==> src/rtl/render_scheduler.sv <==
// rtl/render_scheduler.sv - frame-paced draw/hold/erase sequencer for a sprite stage
module render_scheduler #(
    parameter int FRAME_DIV    = 833334,
    parameter int HOLD_FRAMES  = 4,
    parameter int ERASE_CYCLES = 44,
    parameter int DRAW_TIMEOUT = 64
) (
    input  logic clk,
    input  logic reset,
    input  logic enable,
    input  logic finish,
    output logic draw_signal,
    output logic erase_signal,
    output logic plot_en,
    output logic frame_tick,
    output logic busy,
    output logic err
);

    localparam int FW      = $clog2(FRAME_DIV + 1);
    localparam int CYC_MAX = (DRAW_TIMEOUT > ERASE_CYCLES) ? DRAW_TIMEOUT : ERASE_CYCLES;
    localparam int CW      = $clog2(CYC_MAX + 1);
    localparam int HW      = (HOLD_FRAMES > 0) ? $clog2(HOLD_FRAMES + 1) : 1;

    localparam logic [FW-1:0] FRAME_LAST = FW'(FRAME_DIV - 1);
    localparam logic [CW-1:0] DRAW_LIM   = CW'(DRAW_TIMEOUT);
    localparam logic [CW-1:0] ERASE_LIM  = CW'(ERASE_CYCLES);
    localparam logic [HW-1:0] HOLD_LIM   = HW'(HOLD_FRAMES);

    typedef enum logic [1:0] {IDLE, DRAW, HOLD, ERASE} state_t;

    state_t          state_q, state_d;
    logic [FW-1:0]   frame_cnt_q, frame_cnt_d;
    logic [CW-1:0]   cyc_q, cyc_d, cyc_inc;
    logic [HW-1:0]   hold_q, hold_d, hold_inc;
    logic            frame_tick_q, frame_tick_d;
    logic            draw_q, draw_d;
    logic            erase_q, erase_d;
    logic            plot_q, plot_d;
    logic            busy_q, busy_d;
    logic            err_q, err_d;

    always_comb begin
        frame_cnt_d  = (frame_cnt_q == FRAME_LAST) ? '0 : frame_cnt_q + 1'b1;
        frame_tick_d = (frame_cnt_d == FRAME_LAST);

        // Counters saturate rather than wrap.
        cyc_inc  = (cyc_q == '1) ? cyc_q : cyc_q + 1'b1;
        hold_inc = (hold_q == '1) ? hold_q : hold_q + 1'b1;

        state_d = state_q;
        cyc_d   = cyc_inc;
        hold_d  = hold_q;
        err_d   = err_q;

        case (state_q)
            IDLE: begin
                cyc_d = '0;
                if (enable && frame_tick_q) state_d = DRAW;
            end
            DRAW: begin
                if (finish) begin
                    state_d = HOLD;
                end else if (cyc_inc == DRAW_LIM) begin
                    err_d   = 1'b1;
                    state_d = HOLD;
                end
            end
            HOLD: begin
                cyc_d = '0;
                if (HOLD_FRAMES == 0) begin
                    state_d = ERASE;
                end else if (frame_tick_q) begin
                    hold_d = hold_inc;
                    if (hold_inc == HOLD_LIM) state_d = ERASE;
                end
            end
            ERASE: begin
                if (cyc_inc == ERASE_LIM) state_d = IDLE;
            end
            default: state_d = IDLE;
        endcase

        if (state_d != state_q) begin
            cyc_d  = '0;
            hold_d = '0;
        end

        // Outputs follow the next state so they line up with state_q.
        draw_d  = (state_d == DRAW);
        erase_d = (state_d == ERASE);
        plot_d  = (state_d == DRAW) || (state_d == ERASE);
        busy_d  = (state_d != IDLE);
    end

    always_ff @(posedge clk) begin
        if (reset) begin
            state_q      <= IDLE;
            frame_cnt_q  <= '0;
            cyc_q        <= '0;
            hold_q       <= '0;
            frame_tick_q <= 1'b0;
            draw_q       <= 1'b0;
            erase_q      <= 1'b0;
            plot_q       <= 1'b0;
            busy_q       <= 1'b0;
            err_q        <= 1'b0;
        end else begin
            state_q      <= state_d;
            frame_cnt_q  <= frame_cnt_d;
            cyc_q        <= cyc_d;
            hold_q       <= hold_d;
            frame_tick_q <= frame_tick_d;
            draw_q       <= draw_d;
            erase_q      <= erase_d;
            plot_q       <= plot_d;
            busy_q       <= busy_d;
            err_q        <= err_d;
        end
    end

    assign draw_signal  = draw_q;
    assign erase_signal = erase_q;
    assign plot_en      = plot_q;
    assign frame_tick   = frame_tick_q;
    assign busy         = busy_q;
    assign err          = err_q;

endmodule

==> config.mk <==
export PLATFORM = sky130hd
export DESIGN_NAME = render_scheduler
export DESIGN_NICKNAME = d
export VERILOG_FILES = /design/src/rtl/render_scheduler.sv
export SDC_FILE = /design/constraint.sdc
export NUM_CORES = 1
export LEC_CHECK = 0
export ABC_AREA = 1
export CELL_PAD_IN_SITES_DETAIL_PLACEMENT = 1
export CELL_PAD_IN_SITES_GLOBAL_PLACEMENT = 1
export CORE_MARGIN = 5
export CORE_UTILIZATION = 39
export CTS_CLUSTER_DIAMETER = 80
export DETAILED_ROUTE_END_ITERATION = 16
export PLACE_DENSITY_LB_ADDON = 0.1
export SYNTH_ARGS = -nofsm -noshare
export SYNTH_HDL_FRONTEND = slang
export SYNTH_SLANG_ARGS = --single-unit
==> constraint.sdc <==
create_clock -name clk -period 1.7 [get_ports clk]
set_input_delay 0.34 -clock clk [delete_from_list [all_inputs] [get_ports clk]]
set_output_delay 0.34 -clock clk [all_outputs]
set_load 0.005 [all_outputs]
==> metrics.md <==
| Metric | Value |
|---|---|
| Final Hold Viols | `0` |
| Total negative slack | `-622.6 ps` |
| Max-cap viol count | `0` |
| Worst slew pin tran | `266.8 ps` |
| Setup crit end kind | `register` |
| Dpl hpwl | `4.830 mm` |
| Post-synth EDFFs | `0` |
| Worst Hold Class | `register to register` |
| Core ar. | `5473 sq um` |
| Die Width | `84.70 um` |
| Die area | `7173 sq um` |
| Slew Limit Fails | `0` |
| Initial antenna violation count | `0` |
| Largest net degree at the start of global routing | `12` |
| Register area share after synthesis | `34.96%` |
| Crit Path Category | `register to register` |
| Pwr/cell area | `537.6 nW/um^2` |
| Pwr Total | `0.001638 W` |
| Top Ports | `10` |
| Clock Sinks | `38` |
| Worst slew margin | `82.08%` |
| Drt initial violations | `59` |
| Post-Syn Nets | `325` |
| Synth async-reset ratio | `0%` |
| Clock power share | `39.4%` |
| Pre-Repair DR Iteration Count | `4` |
| CTS Buf Count | `5` |
| Die Ht | `84.70 um` |
| Syn Inst Count | `317` |
| Vias in the first global route | `2,334` |
| ANT nets after route | `0` |
| Cell mode on critical path | `nand2_2` |
| Final Cycle Share | `104.5%` |
| Ant diodes | `0` |
| Hold buffers post-CTS | `0` |
| Sequential power share | `55.1%` |
| DRC violations left | `0` |
| Final WL | `6.771 mm` |
| First-pass GRT wire length | `10.95 mm` |
| Switch share | `22.67%` |
| Crit path DAT | `2010 ps` |
| CP Data Required Time | `1940 ps` |
| Worst Setup Start Kind | `register` |
| Sw power | `0.0003713 W` |
| Maximum VDD drop | `0.3661 mV` |
| Setup ws final | `-76.95 ps` |
| Final nets | `386` |
| Post-Layout Cell Count | `451` |
| Routability cong. | `0.8455` |
| Failing checks | `setup timing` |
| Largest buffer count on any clock path | `2` |
| Internal reg-to-reg setup slack | `-80 ps` |
| WL per Instance | `15.01 um` |
| Synth cell types | `32` |
| Fillers | `683` |
| Finished Cell Area | `3047 sq um` |
| Number of synthesized register bits | `38` |
| Final Critical Period | `1777 ps` |
| Mean Syn Cell Area | `6.864 sq um` |
| Port buffer count | `9` |
| Row Count | `27` |
| Worst path cell trace | `ha_4 -> nand3_4 -> inv_4 -> nand2_8 -> nand2_1 -> nand2_2 -> nand2_4 -> nor2_2 -> nand2_2 -> a21oi_4 -> buf_6 -> nor2_4 -> inv_2 -> nor2_1` |
| Final count of negative-setup-slack endpoints | `14` |
| Worst path max stage delay | `360 ps` |
| Htree depth | `2` |
| Area growth from synthesis to layout | `40.02%` |
| Dpl cell area | `2610 sq um` |
| Via count | `2,199` |
| Starting Density | `39.76%` |
| Post-synth top flop | `dfxtp_1` |
| Leakage power | `1.269 nW` |
| Crit-path slowest cell | `dfxtp_2` |
| Outcome | `finished with violations` |
| Grt ovf | `0` |
| Vias/cell | `4.876` |
| Seq. cell area | `772.0 sq um` |
| Max Clock Skew | `4.772 ps` |
| Most common cell after layout, fill and taps aside | `nand2_1` |
| Root buffer cell | `clkbuf_8` |
| Most frequent cells in the layout | `nand2_1 (58), nor2_1 (53), buf_4 (42), inv_1 (39), dfxtp_1 (31)` |
| Logic pwr share | `5.5%` |
| Overall Global Routing Usage | `19.03%` |
| Worst-Skew Late Latency | `290 ps` |
| Fmax | `562.8 MHz` |
| Dpl cells | `431` |
| Multi-input logic area | `1460 sq um` |
| Crit path max fanout | `7` |
| Synth warn | `0` |
| Post-Syn Area | `2176 sq um` |
| CTS clock-pin slew for the worst setup and hold paths | `70 ps` |
| CP Buf/Inv Count | `3` |
| Share of cells above drive strength 1 | `35.62%` |
| Int Pwr | `0.001267 W` |
| CTS tree | `done` |
| Unrepaired setup endpoints after global routing | `yes` |
| CP top delay family | `simple AND/OR/NAND/NOR gates` |
[routing by layer]
layer,GRT usage (%),up-vias,share of wire (%)
met5,0,-,0
met4,6.331,0,2.6
met3,3.435,18,2.7
met2,35.52,26,52
met1,21.56,1048,42
li1,-,1107,-
[sequential cells by signal (all words and copies together) (netlist names)]
signal        flops
frame_cnt_q      20
cyc_q             7
hold_q            3
state_q           2
busy              1
draw_signal       1
erase_signal      1
err               1
frame_tick        1
plot_en           1
[cell usage after synthesis (6+ instances only)]
| cell | instances | share of area, % |
|---|---|---|
| nand3_1 | 20 | 4.6 |
| inv_2 | 6 | 1.0 |
| nand3_2 | 7 | 3.2 |
| inv_1 | 40 | 6.9 |
| xor2_1 | 8 | 3.2 |
| nor2_1 | 61 | 11 |
| nor2_2 | 11 | 3.2 |
| nand2_2 | 8 | 2.3 |
| nand2_1 | 62 | 11 |
| nor3_1 | 11 | 2.5 |
| dfxtp_1 | 38 | 35 |
| nand4_1 | 10 | 2.9 |
[per-stage QoR]
stage | worst slack, ps | hold slack [ps] | util [%]
floorplan | 5.429 | 438.8 | -
global placement | -125.2 | 448.0 | 47.69
detailed placement | -140.2 | 456.2 | 47.69
CTS | -28.23 | 474.2 | 52.45
global route | -194.6 | 494.0 | 55.67
finish | -76.95 | 465.2 | 55.67
[area by class of cell]
type                    count  area share, %
inverters                  48          5.996
clock buffers               7          2.834
flip-flops and latches     38          25.34
clock inverters             1         0.1643
repair buffers             55          14.78
multi-input cells         230          47.93
well taps                  72          2.957
[path summary, 6_finish.rpt]
kind                            start                endpoint  cells past startpoint
hold / removal       err$_SDFFE_PP0P_        err$_SDFFE_PP0P_                      1
hold reg to reg      err$_SDFFE_PP0P_        err$_SDFFE_PP0P_                      1
setup reg to reg  cyc_q[1]$_SDFF_PP0_  draw_signal$_SDFF_PP0_                     14
setup / recovery  cyc_q[1]$_SDFF_PP0_  draw_signal$_SDFF_PP0_                     14
[worst reg2reg max path, cell delays in order (launching register included)]
cell and delay (ps):
dfxtp_2 360, ha_4 170, nand3_4 90, inv_4 100
nand2_8 80, nand2_1 110, nand2_2 90, nand2_4 90
nor2_2 40, nand2_2 100, a21oi_4 80, buf_6 120
nor2_4 150, inv_2 40, nor2_1 80
[timing repair]
action,in CTS,in global routing
setup buffers,10,1
endpoints found under the setup margin,17,28
resized for setup,22,39
cloned,0,1
pin swaps,12,15
[power by group through the flow]
stage,logic [W],clock network [W],registers [W]
2_1_floorplan,0.0000302,0,0.000921
3_3_place_gp,0.0000675,0,0.000921
4_1_cts,0.0000788,0.000665,0.000903
5_1_grt,0.0000979,0.000698,0.000904
6_report,0.0000903,0.000645,0.000903
3_5_place_dp,0.0000677,0,0.000921
[kinds of logic after synthesis]
kind of cell / Yosys count / share of synthesized area [%]
AND/OR/NAND/NOR: 201 / 44.80
buffers and inverters: 49 / 8.510
flip-flops: 38 / 34.96
AO/OA/AOI/OAI: 12 / 4.083
XOR/XNOR: 12 / 4.830
adder cells (fa/ha/maj): 4 / 2.300
multiplexers: 1 / 0.5175
(Power assumes the default switching activity.)
